### config.mk
export PLATFORM = sky130hd
export DESIGN_NAME = if_fetch_stage
export DESIGN_NICKNAME = d
export VERILOG_FILES = /design/src/rtl/mips_pkg.sv /design/src/rtl/if_skid_buf.sv /design/src/rtl/if_fetch_stage.sv
export SDC_FILE = /design/constraint.sdc
export NUM_CORES = 1
export LEC_CHECK = 0
export ABC_CLOCK_PERIOD_IN_PS = 12400
export BUFFER_PORTS_ARGS = -buffer_cell sky130_fd_sc_hd__buf_2
export CORE_MARGIN = 4
export CORE_UTILIZATION = 30
export DETAILED_ROUTE_END_ITERATION = 10
export PLACE_DENSITY = 0.53
export RECOVER_POWER = 25
export SYNTH_ARGS = -nofsm -noshare
export SYNTH_HDL_FRONTEND = slang
export SYNTH_SLANG_ARGS = --single-unit
### constraint.sdc
create_clock -name clk -period 12.4 [get_ports clk]
set_input_delay 0 -clock clk [delete_from_list [all_inputs] [get_ports clk]]
set_output_delay 0 -clock clk [all_outputs]
set_load 0.1 [all_outputs]
### src/rtl/mips_pkg.sv
// Shared MIPS fetch-side definitions: opcode constants, NOP word, fetch FSM encoding
// and small address/instruction helpers.
package mips_pkg;

  localparam logic [5:0] OP_RTYPE = 6'b000000;
  localparam logic [5:0] OP_LW    = 6'b100011;
  localparam logic [5:0] OP_ADDI  = 6'b001000;
  localparam logic [5:0] OP_ANDI  = 6'b001100;
  localparam logic [5:0] OP_ORI   = 6'b001101;
  localparam logic [5:0] OP_BEQ   = 6'b000100;
  localparam logic [5:0] OP_J     = 6'b000010;
  localparam logic [5:0] OP_JAL   = 6'b000011;

  localparam logic [31:0] NOP_INSTR  = 32'h0000_0000;
  localparam logic [31:0] WORD_BYTES = 32'd4;

  typedef enum logic [1:0] {
    ST_IDLE  = 2'd0,
    ST_REQ   = 2'd1,
    ST_HOLD  = 2'd2,
    ST_DRAIN = 2'd3
  } fetch_state_e;

  function automatic logic [31:0] word_align(input logic [31:0] addr);
    return addr & ~32'd3;
  endfunction

  function automatic logic [5:0] opcode_of(input logic [31:0] instr);
    return instr[31:26];
  endfunction

endpackage

### src/rtl/if_skid_buf.sv
// One-entry {instr, pc4} holding buffer used when a fetch returns while IF/ID is stalled.
// Clear and unload both empty the entry; clear has priority over load.
module if_skid_buf
  import mips_pkg::*;
(
  input  logic        clk,
  input  logic        rst,
  input  logic        i_load,
  input  logic        i_unload,
  input  logic        i_clear,
  input  logic [31:0] i_instr,
  input  logic [31:0] i_pc4,
  output logic        o_valid,
  output logic [31:0] o_instr,
  output logic [31:0] o_pc4
);

  logic        r_valid;
  logic [31:0] r_instr;
  logic [31:0] r_pc4;

  // Entry storage: emptied by clear/unload, filled by load.
  always_ff @(posedge clk or posedge rst) begin
    if (rst) begin
      r_valid <= 1'b0;
      r_instr <= NOP_INSTR;
      r_pc4   <= 32'h0000_0000;
    end else if (i_clear || i_unload) begin
      r_valid <= 1'b0;
    end else if (i_load) begin
      r_valid <= 1'b1;
      r_instr <= i_instr;
      r_pc4   <= i_pc4;
    end else begin
      r_valid <= r_valid;
    end
  end

  assign o_valid = r_valid;
  assign o_instr = r_instr;
  assign o_pc4   = r_pc4;

endmodule

### src/rtl/if_fetch_stage.sv
// Instruction-fetch stage: PC, req/ack fetch FSM, IF/ID register and redirect squash.
// Optional IF_PERF_CNT_EN adds fetch and memory-stall counters.
module if_fetch_stage
  import mips_pkg::*;
#(
  parameter logic [31:0] RESET_PC  = 32'h0000_0000,
  parameter logic [31:0] NOP_INSTR = 32'h0000_0000
) (
  input  logic        clk,
  input  logic        rst,
  output logic        imem_req,
  output logic [31:0] imem_addr,
  input  logic        imem_ack,
  input  logic [31:0] imem_rdata,
  input  logic        redirect_valid,
  input  logic [31:0] redirect_pc,
  input  logic        id_ready,
  output logic        ifid_valid,
  output logic [31:0] ifid_instr,
  output logic [5:0]  ifid_opcode,
  output logic [31:0] ifid_pc4
`ifdef IF_PERF_CNT_EN
  ,
  output logic [31:0] perf_fetch_cnt,
  output logic [31:0] perf_stall_cnt
`endif
);

  fetch_state_e r_state;
  fetch_state_e w_state_nxt;

  logic [31:0] r_pc;
  logic [31:0] w_pc_nxt;
  logic [31:0] w_pc_plus4;
  logic [31:0] r_addr;
  logic        r_req;

  logic        r_ifid_valid;
  logic        w_ifid_valid_nxt;
  logic [31:0] r_ifid_instr;
  logic [31:0] w_ifid_instr_nxt;
  logic [31:0] w_ifid_data_nxt;
  logic [31:0] r_ifid_pc4;
  logic [31:0] w_ifid_pc4_nxt;
  logic        w_ifid_free;

  logic        w_skid_load;
  logic        w_skid_unload;
  logic        w_skid_clear;
  logic        w_skid_valid;
  logic [31:0] w_skid_instr;
  logic [31:0] w_skid_pc4;
  logic        w_fill;

  assign w_pc_plus4  = r_pc + WORD_BYTES;
  assign w_ifid_free = ~r_ifid_valid | id_ready;

  if_skid_buf u_skid (
    .clk      (clk),
    .rst      (rst),
    .i_load   (w_skid_load),
    .i_unload (w_skid_unload),
    .i_clear  (w_skid_clear),
    .i_instr  (imem_rdata),
    .i_pc4    (w_pc_plus4),
    .o_valid  (w_skid_valid),
    .o_instr  (w_skid_instr),
    .o_pc4    (w_skid_pc4)
  );

  // Next-state, PC and IF/ID update; a redirect overrides every other action.
  always_comb begin
    w_state_nxt      = r_state;
    w_pc_nxt         = r_pc;
    w_ifid_data_nxt  = r_ifid_instr;
    w_ifid_pc4_nxt   = r_ifid_pc4;
    w_skid_load      = 1'b0;
    w_skid_unload    = 1'b0;
    w_skid_clear     = 1'b0;
    w_fill           = 1'b0;
    if (r_ifid_valid && id_ready) begin
      w_ifid_valid_nxt = 1'b0;
    end else begin
      w_ifid_valid_nxt = r_ifid_valid;
    end

    if (redirect_valid) begin
      w_pc_nxt         = word_align(redirect_pc);
      w_ifid_valid_nxt = 1'b0;
      w_skid_clear     = 1'b1;
      case (r_state)
        // A request still in flight must be retired before the new address goes out.
        ST_REQ, ST_DRAIN: w_state_nxt = imem_ack ? ST_REQ : ST_DRAIN;
        default:          w_state_nxt = ST_REQ;
      endcase
    end else begin
      case (r_state)
        ST_IDLE: begin
          w_state_nxt = ST_REQ;
        end
        ST_REQ: begin
          if (imem_ack) begin
            w_pc_nxt = w_pc_plus4;
            if (w_ifid_free) begin
              w_fill           = 1'b1;
              w_ifid_valid_nxt = 1'b1;
              w_ifid_data_nxt  = imem_rdata;
              w_ifid_pc4_nxt   = w_pc_plus4;
            end else begin
              w_skid_load = 1'b1;
              w_state_nxt = ST_HOLD;
            end
          end else begin
            w_state_nxt = ST_REQ;
          end
        end
        ST_HOLD: begin
          if (id_ready) begin
            w_fill           = w_skid_valid;
            w_skid_unload    = 1'b1;
            w_ifid_valid_nxt = w_skid_valid;
            w_ifid_data_nxt  = w_skid_instr;
            w_ifid_pc4_nxt   = w_skid_pc4;
            w_state_nxt      = ST_REQ;
          end else begin
            w_state_nxt = ST_HOLD;
          end
        end
        ST_DRAIN: begin
          if (imem_ack) begin
            w_state_nxt = ST_REQ;
          end else begin
            w_state_nxt = ST_DRAIN;
          end
        end
        default: begin
          w_state_nxt = ST_IDLE;
        end
      endcase
    end
  end

  assign w_ifid_instr_nxt = w_ifid_valid_nxt ? w_ifid_data_nxt : NOP_INSTR;

  // FSM, PC and request registers; the issued address is frozen while draining.
  always_ff @(posedge clk or posedge rst) begin
    if (rst) begin
      r_state <= ST_IDLE;
      r_pc    <= word_align(RESET_PC);
      r_addr  <= word_align(RESET_PC);
      r_req   <= 1'b0;
    end else begin
      r_state <= w_state_nxt;
      r_pc    <= w_pc_nxt;
      r_req   <= (w_state_nxt == ST_REQ) || (w_state_nxt == ST_DRAIN);
      if (w_state_nxt != ST_DRAIN) begin
        r_addr <= w_pc_nxt;
      end else begin
        r_addr <= r_addr;
      end
    end
  end

  // IF/ID pipeline register.
  always_ff @(posedge clk or posedge rst) begin
    if (rst) begin
      r_ifid_valid <= 1'b0;
      r_ifid_instr <= NOP_INSTR;
      r_ifid_pc4   <= 32'h0000_0000;
    end else begin
      r_ifid_valid <= w_ifid_valid_nxt;
      r_ifid_instr <= w_ifid_instr_nxt;
      r_ifid_pc4   <= w_ifid_pc4_nxt;
    end
  end

  assign imem_req    = r_req;
  assign imem_addr   = r_addr;
  assign ifid_valid  = r_ifid_valid;
  assign ifid_instr  = r_ifid_instr;
  assign ifid_opcode = opcode_of(r_ifid_instr);
  assign ifid_pc4    = r_ifid_pc4;

`ifdef IF_PERF_CNT_EN
  logic [31:0] r_perf_fetch;
  logic [31:0] r_perf_stall;

  // Free-running event counters; redirects do not clear them.
  always_ff @(posedge clk or posedge rst) begin
    if (rst) begin
      r_perf_fetch <= 32'h0000_0000;
      r_perf_stall <= 32'h0000_0000;
    end else begin
      r_perf_fetch <= r_perf_fetch + {31'd0, w_fill};
      r_perf_stall <= r_perf_stall + {31'd0, (r_req & ~imem_ack)};
    end
  end

  assign perf_fetch_cnt = r_perf_fetch;
  assign perf_stall_cnt = r_perf_stall;
`endif

endmodule
==> results.json, run 1 <==
{
  "dieArea_sq_um": 33900,
  "period_needed_ps": 4700,
  "hold_class": "primary input to register",
  "cts_made_buffers": 17,
  "cp.required_ps": 12850,
  "final-setup-viol-count": 0,
  "slew_headroom_pct": -302,
  "p_per_area_nw_per_um2": 272,
  "postRouteAntennaNets": 0,
  "io_pins": 173,
  "cp-end-kind": "asynchronous set/reset pin",
  "violations": "capacitance limit, slew limit",
  "gp_congestion": 0.785,
  "max_stage_delay_ps": 3280,
  "finClkSkew_ps": 14.6,
  "tightest_slew_ps": 6000,
  "antenna_found_initial": 0,
  "synth_edf_count": 0,
  "hold_path_depth": 3,
  "synth_seq_cells": 197,
  "cts_root_buffer": "clkbuf_16",
  "diodes": 0,
  "drtIter0Drc": 385,
  "start_util_pct": 30.4,
  "worstPathArrival_ps": 5150,
  "clk_path_buf_depth": 2,
  "maxCapViolCount": 1,
  "hold_end": "imem_req",
  "drt-total-wl_mm": 24.8,
  "cts_tree": "built",
  "timing.rr.start": "r_state[0]",
  "grt_pass1_wl_mm": 39.8,
  "synth_ff_type": "dfrtp_1",
  "synth_cell_type_count": 51,
  "fin_ws_ps": 7700,
  "overflow": 0,
  "preCtsSetupSlack_ps": 8830,
  "rsz0062_at_grt": "no",
  "nNetsFinal": 1138,
  "rows": 64,
  "wire_per_inst_um": 16.8,
  "multiInputGateArea_sq_um": 4040,
  "register_area_sq_um": 4930,
  "postCtsSetupBuffers": 0,
  "finalCritPeriodShare_pct": 37.9,
  "die_h_um": 184,
  "first_global_vias": 7062,
  "synth.net_count": 949,
  "fin_setup_tns_ps": 0,
  "drc": 0,
  "clk_pin_slew_ps": 80,
  "min_from": "imem_ack",
  "outcome": "complete, but fails checks",
  "vias_per_cell": 4.85,
  "grt_util_all_layers_pct": 14.7,
  "worstSetupPathType": "primary input to asynchronous set/reset pin",
  "clock_sinks": 197,
  "vdd_drop_max_v": 0.000183,
  "drive_above_1_share_pct": 27.3,
  "dr.pass1.iters": 5,
  "dieWidth_um": 184,
  "slew_viol_final": 134,
  "rrSetupSlack_ps": 8850,
  "rr_worst_depth": 9,
  "leakage_nw": 5.12,
  "ys_warn_count": 0,
  "max_freq_mhz": 213,
  "nFillCells": 3090,
  "slowest_stage": "clkinvlp_2",
  "avgSynthCellArea_sq_um": 10.6,
  "dp_hpwl_mm": 16.5,
  "synthCells": 875,
  "cp_cell_sequence": "dlygate4sd3_1, buf_2, clkinvlp_2, buf_4",
  "grt_max_degree": 134,
  "synth-async-reset-ratio_pct": 100,
  "clock_latency_ps": 430,
  "cts_max_level": 4,
  "core_area_sq_um": 30600,
  "cp_max_fo": 133,
  "cp-start-kind": "primary input",
  "finalHoldViolCount": 0,
  "synthToLayoutAreaGrowth_pct": 25.7,
  "ys_seq_area_share_pct": 52.9,
  "vias": 7145,
  "netlist_area_sq_um": 9310,
  "r2r-end": "imem_addr[9]",
  "port-buffer-count": 170
}
==> worst max-delay path, delay by kind of cell <==
family                 cells  cell delay, ps
buffers and inverters      4            5010
==> how the worst max path moves through the flow <==
stage               startpoint            endpoint  slack [ps]  depth (start not counted)
global placement    r_state[0]        imem_addr[0]        8870                          9
CTS                 r_state[0]        imem_addr[6]        8800                          9
finish                     rst  u_skid.o_instr[20]        7700                          4
floorplan                  rst       ifid_instr[0]        7030                          1
global route               rst  u_skid.o_instr[20]        6700                          4
detailed placement  r_state[0]       imem_addr[12]        8830                          9
==> routing by layer <==
metal | global-route usage [%] | up-vias | share of wire (%)
li1 | - | 3487 | -
met1 | 20.0 | 3523 | 45
met2 | 24.1 | 125 | 49
met3 | 3.28 | 10 | 4.4
met4 | 3.31 | 0 | 0.89
met5 | 0 | - | 0
==> synth_stat cells, types with 3 or more instances <==
| master | n | area share (%) |
|---|---|---|
| a211oi_1 | 38 | 3.1 |
| a21boi_0 | 3 | 0.24 |
| a21o_1 | 6 | 0.48 |
| a21oi_1 | 38 | 2.0 |
| a31oi_1 | 7 | 0.47 |
| and2_1 | 4 | 0.27 |
| and4_1 | 6 | 0.56 |
| buf_1 | 4 | 0.16 |
| buf_2 | 16 | 0.86 |
| buf_4 | 6 | 0.48 |
| clkbuf_1 | 47 | 1.9 |
| dfrtp_1 | 197 | 53 |
| ha_1 | 5 | 0.67 |
| inv_1 | 14 | 0.56 |
| mux2_2 | 69 | 8.3 |
| mux2i_1 | 38 | 4.1 |
| nand2_1 | 63 | 2.5 |
| nand2b_1 | 9 | 0.60 |
| nand3_1 | 24 | 1.3 |
| nand4_1 | 16 | 1.1 |
| nor2_1 | 98 | 4.0 |
| nor2b_1 | 5 | 0.34 |
| nor3_1 | 14 | 0.75 |
| nor4_1 | 10 | 0.67 |
| o211ai_1 | 12 | 0.97 |
| o21a_1 | 6 | 0.48 |
| o21ai_0 | 30 | 1.6 |
| o311ai_0 | 4 | 0.38 |
| o31a_1 | 4 | 0.38 |
| o31ai_1 | 5 | 0.40 |
| or3_1 | 6 | 0.40 |
| or4_1 | 9 | 0.73 |
| xnor2_1 | 30 | 2.8 |
| xor2_1 | 10 | 0.94 |
==> area by class of cell <==
cell class,instances,share of cell area [%]
clock buffers,17,3.63
clock inverters,15,1.70
inverters,14,0.460
multi-input cells,590,34.5
flip-flops and latches,197,42.1
well taps,396,4.23
repair buffers,244,13.4
==> through the flow <==
| stage | util (%) | cell area [sq um] | std cells | hold slack (ps) | total power, mW |
|---|---|---|---|---|---|
| 3_3_place_gp | 34.2 | 10400 | 1377 | 248 | 2.59 |
| 4_1_cts | 38.3 | 11700 | 1473 | 49.1 | 3.23 |
| 6_report | 38.3 | 11700 | 1473 | 71.1 | 3.19 |
| 5_1_grt | 38.3 | 11700 | 1473 | 75.3 | 3.37 |
| 2_1_floorplan | - | 9310 | 875 | 146 | 2.30 |
| 3_5_place_dp | 34.2 | 10400 | 1377 | 246 | 2.61 |
==> logic make-up after synthesis <==
group                    after synthesis  share of synthesized area, %
flip-flops                           197                          52.9
adder cells (fa/ha/maj)                5                         0.672
multiplexers                         108                          12.6
buffers and inverters                 88                          4.09
AO/OA/AOI/OAI                        166                          11.9
AND/OR/NAND/NOR                      271                          14.1
XOR/XNOR                              40                          3.76
==> what timing repair did <==
action | in CTS | in global routing
hold endpoints to repair | 244 | 0
hold buffers | 64 | 0
gates resized for setup | 0 | 0
==> cell usage in the layout, fill, tap and decap left out, types with 17 or more instances in the layout <==
cell           instances
dfrtp_1              197
buf_2                170
nor2_1                98
mux2_2                69
dlygate4sd3_1         64
nand2_1               63
a21oi_1               38
mux2i_1               38
a211oi_1              38
xnor2_1               30
o21ai_0               30
nand3_1               24
clkbuf_16             17
==> flip-flops by register name (all words and copies together), names as in the netlist <==
register        count
r_state             2
u_skid.o_pc4       32
imem_addr          32
r_pc               32
imem_req            1
u_skid.o_instr     32
u_skid.o_valid      1
ifid_instr         32
ifid_pc4           32
ifid_valid          1
==> where the power goes <==
part | switching [mW] | internal (mW) | leakage (nW)
logic | 1.25 | 0.349 | 2.34
registers | 0.131 | 0.862 | 2.48
clock network | 0.283 | 0.312 | 0.307
(Power assumes the default switching activity.)
==> inputs of run 2 (changes only) <==
Settings changed: ABC_CLOCK_PERIOD_IN_PS 12400 to 4750.
Clock period 12.4 ns to 4.75 ns, I/O delays scaled along.
==> results.json, run 2 (synthesized netlist as in run 1, its figures left out) <==
{
  "nNetsFinal": 1140,
  "vias_per_cell": 4.85,
  "maxCapViolCount": 1,
  "clock_power_share_pct": 17.2,
  "combPwrFrac_pct": 51.1,
  "cts_max_level": 4,
  "synthToLayoutAreaGrowth_pct": 25.3,
  "first_global_vias": 7181,
  "clk_path_buf_depth": 2,
  "crit_start": "r_state[0]",
  "cp.depth": 8,
  "drive_above_1_share_pct": 26.2,
  "finClkSkew_ps": 14.2,
  "seqPwrFrac_pct": 31.7,
  "leakage_nw": 5.07,
  "core_area_sq_um": 30600,
  "intPower_mw": 3.85,
  "cts_root_buffer": "clkbuf_16",
  "cts_tree": "built",
  "design_area_sq_um": 11700,
  "holdWs_ps": 57.2,
  "grt_util_all_layers_pct": 14.7,
  "cts_made_buffers": 17,
  "vias": 7152,
  "antenna_found_initial": 1,
  "rsz0062_at_grt": "no",
  "finalHoldViolCount": 0,
  "slowest_stage": "buf_4",
  "path_delay_family": "buffers and inverters",
  "violations": "capacitance limit, slew limit",
  "gp_congestion": 0.784,
  "critPathBufInv": 3,
  "dieArea_sq_um": 33900,
  "dr.pass1.iters": 5,
  "worstSetupPathType": "register to register",
  "drtIter0Drc": 365,
  "hold_class": "primary input to register",
  "register_area_sq_um": 4930,
  "final_common_cell": "dfrtp_1",
  "grt_max_degree": 122,
  "cts_resized": 0,
  "clock_latency_ps": 440,
  "clk_pin_slew_ps": 70,
  "dieWidth_um": 184,
  "rows": 64,
  "cp-end-kind": "register",
  "vdd_drop_max_v": 0.000459,
  "finalCritPeriodShare_pct": 71.4,
  "port-buffer-count": 170,
  "worstPathArrival_ps": 3710,
  "p_per_area_nw_per_um2": 700,
  "nFillCells": 3093,
  "outcome": "complete, but fails checks",
  "max_freq_mhz": 295,
  "mostFrequentLayoutCells": "dfrtp_1, buf_2, nor2_1",
  "endpoint": "imem_addr[30]",
  "finalNonFillerCells": 1476,
  "final-setup-viol-count": 0,
  "r2r-end": "imem_addr[30]",
  "multiInputGateArea_sq_um": 4040,
  "postRouteAntennaNets": 0,
  "start_util_pct": 30.4,
  "cpMostUsedCell": "buf_4",
  "cp.required_ps": 5070,
  "io_pins": 173,
  "cp-start-kind": "register",
  "finish.utilization_pct": 38.1,
  "tightest_slew_ps": 1750,
  "sw_frac_of_total_pct": 52.8,
  "slew_viol_final": 44,
  "rrSetupSlack_ps": 1360,
  "dp_hpwl_mm": 16.8,
  "switching_power_mw": 4.31,
  "grt_pass1_wl_mm": 39.8,
  "placed_area_sq_um": 10500,
  "max_stage_delay_ps": 710,
  "overflow": 0,
  "slew_headroom_pct": -16.9,
  "drc": 0,
  "dp.cells": 1378,
  "wire_per_inst_um": 16.7,
  "min_from": "imem_ack",
  "die_h_um": 184,
  "cp_cell_sequence": "inv_1, ha_4, buf_4, nand2_1, o211ai_1, and2_1, buf_4, mux2_2",
  "timing.rr.start": "r_state[0]",
  "fin_setup_tns_ps": 0,
  "cp_max_fo": 55,
  "rr_worst_depth": 8,
  "postCtsSetupBuffers": 0,
  "period_needed_ps": 3390,
  "drt-total-wl_mm": 24.6,
  "clock_sinks": 197
}
-- run 2: worst min-delay path by stage --
stage / slack (ps) / to / depth (start not counted)
3_5_place_dp: 10 / imem_addr[7] / 2
5_1_grt: 100 / r_state[1] / 2
2_1_floorplan: 150 / r_pc[17] / 1
3_3_place_gp: 7 / imem_addr[7] / 2
6_report: 60 / r_state[1] / 2
4_1_cts: 40 / r_state[1] / 2
-- run 2: timing repair --
| action | CTS | global route |
|---|---|---|
| setup endpoints to repair | 0 | 0 |
| hold buffers | 65 | 0 |
| endpoints found under the hold margin | 126 | 0 |
-- run 2: per-layer routing --
layer | share of wire, % | vias up | GRT usage, %
met3 | 4.5 | 23 | 3.45
met2 | 50 | 127 | 24.6
met1 | 44 | 3526 | 19.3
met5 | 0 | - | 0
li1 | - | 3476 | -
met4 | 1.3 | 0 | 4.02
-- run 2: through the flow --
step / setup WS, ps / total power, mW
finish: 1360 / 8.17
detailed placement: 1300 / 6.82
CTS: 1290 / 8.29
global placement: 1380 / 6.77
global route: 994 / 8.64
floorplan: 2150 / 6.00
-- run 2: area by class of cell --
class	instances	share of cell area (%)
Antenna cell	1	0.0215
Multi-Input combinational cell	590	34.6
Timing Repair Buffer	246	13.7
Clock buffer	19	3.80
Inverter	14	0.461
Tap cell	396	4.25
Sequential cell	197	42.3
Clock inverter	13	0.955
-- run 2: power by group through the flow --
stage | clock network [mW] | logic [mW] | registers, mW
3_5_place_dp | 0 | 4.19 | 2.63
4_1_cts | 1.46 | 4.24 | 2.60
2_1_floorplan | 0 | 1.35 | 4.65
5_1_grt | 1.53 | 4.44 | 2.68
6_report | 1.40 | 4.17 | 2.59
3_3_place_gp | 0 | 4.15 | 2.62
==> inputs of run 3 (changes only) <==
Settings changed: ABC_CLOCK_PERIOD_IN_PS 4750 to 2800, PLACE_DENSITY 0.53 to 0.55.
Clock period 4.75 ns to 2.8 ns, I/O delays scaled along.
==> results.json, run 3 (synthesized netlist as in run 1, its figures left out) <==
{
  "vias": 7333,
  "drive_above_1_share_pct": 28.8,
  "slowest_stage": "or4b_2",
  "sw_frac_of_total_pct": 52.7,
  "maxCapViolCount": 0,
  "rr_worst_depth": 7,
  "finalNonFillerCells": 1497,
  "max_stage_delay_ps": 710,
  "total_power_mw": 14.1,
  "rows": 64,
  "core_area_sq_um": 30600,
  "seqPwrFrac_pct": 31.3,
  "drc": 0,
  "hold_path_depth": 3,
  "finClkSkew_ps": 16.4,
  "die_h_um": 184,
  "dieArea_sq_um": 33900,
  "io_pins": 173,
  "wire_per_inst_um": 16.9,
  "finalHoldViolCount": 0,
  "first_global_vias": 7456,
  "grt_max_degree": 66,
  "gp_congestion": 0.802,
  "worstSetupPathType": "register to register",
  "grt_pass1_wl_mm": 41.0,
  "fin_setup_tns_ps": 0,
  "cp.required_ps": 3180,
  "cp.depth": 7,
  "clock_sinks": 197,
  "start_util_pct": 30.4,
  "cts_root_buffer": "clkbuf_16",
  "clock_power_share_pct": 17.0,
  "cp_max_fo": 8,
  "slew_viol_final": 0,
  "outcome": "finished, final reports clean",
  "final_common_cell": "dfrtp_1",
  "antenna_found_initial": 1,
  "clock_latency_ps": 440,
  "cts_made_buffers": 17,
  "clk_pin_slew_ps": 70,
  "cp-end-kind": "register",
  "cp_cell_sequence": "inv_1, ha_1, and3_1, nand4_1, or4b_2, nand3_1, mux2_2",
  "clk_path_buf_depth": 2,
  "dr.pass1.iters": 5,
  "dp.cells": 1401,
  "period_needed_ps": 2500,
  "intPower_mw": 6.66,
  "finalCritPeriodShare_pct": 89.4,
  "path_delay_family": "simple AND/OR/NAND/NOR gates",
  "grt_util_all_layers_pct": 15.2,
  "mostFrequentLayoutCells": "dfrtp_1, buf_2, nor2_1",
  "postRouteAntennaNets": 0,
  "drtIter0Drc": 581,
  "leakage_nw": 5.21,
  "rsz0062_at_grt": "no",
  "p_per_area_nw_per_um2": 1190,
  "max_freq_mhz": 400,
  "dieWidth_um": 184,
  "combPwrFrac_pct": 51.7,
  "cp-start-kind": "register",
  "nNetsFinal": 1161,
  "nFillCells": 3056,
  "overflow": 0,
  "drt-total-wl_mm": 25.2,
  "final-setup-viol-count": 0,
  "slew_headroom_pct": 4.10,
  "synthToLayoutAreaGrowth_pct": 27.5,
  "tightest_slew_ps": 1430,
  "dp_hpwl_mm": 17.7,
  "cts_max_level": 4,
  "worstPathArrival_ps": 2880,
  "cts_tree": "built",
  "vias_per_cell": 4.90,
  "switching_power_mw": 7.41,
  "vdd_drop_max_v": 0.000801,
  "critPathBufInv": 1,
  "hold_class": "primary input to register",
  "holdWs_ps": 53.4,
  "port-buffer-count": 170,
  "finish.utilization_pct": 38.8
}
==> run 3: worst paths after layout <==
check | from | slack (ps) | to
worst max-delay path | r_state[1] | 300 | imem_addr[25]
worst min-delay path | imem_ack | 50 | r_state[1]
worst max register to register | r_state[1] | 300 | imem_addr[25]
worst min register to register | ifid_pc4[15] | 470 | ifid_pc4[15]
max in group asynchronous | rst | 780 | imem_addr[19]
min in group asynchronous | rst | 410 | imem_addr[9]
==> run 3: power groups by stage <==
stage	Sequential [mW]	Clock, mW	Combinational (mW)
after floorplan	7.88	0	2.29
after global placement	4.44	0	7.21
after detailed placement	4.46	0	7.27
after CTS	4.41	2.49	7.35
after global routing	4.53	2.59	7.68
final	4.40	2.39	7.27
==> run 3: metrics by stage <==
stage | instance area [sq um] | setup slack (ps)
3_5_place_dp | 10700 | 246
2_1_floorplan | 9310 | 200
5_1_grt | 11900 | 70.9
4_1_cts | 11900 | 212
3_3_place_gp | 10700 | 292
6_report | 11900 | 297
==> run 3: cell type report <==
type                       count  area, sq um  area share [%]
clock buffer                  18          429            3.62
multi-input combinational    590         4040            34.1
clock inverter                14          131            1.11
tap                          396          495            4.18
antenna                        1         2.50          0.0211
timing repair buffer         267         1780            15.0
sequential                   197         4930            41.5
inverter                      14         53.8           0.453
==> run 3: tightest hold or removal path, cell delays in order <==
cell	delay, ps
buf_2	150
o21ai_0	130
buf_4	170
==> run 3: routing by layer <==
layer	GRT usage [%]	wire (um)
met2	25.1	12600
met4	5.56	590
met3	2.82	1070
met1	20.0	11000
met5	0	0
==> run 3: timing repair <==
| action | 4_1_cts | 5_1_grt |
|---|---|---|
| hold buffers | 63 | 0 |
| gates resized for setup | 0 | 1 |
| setup buffers | 0 | 0 |
| endpoints found under the setup margin | 0 | 1 |
| endpoints found under the hold margin | 141 | 0 |
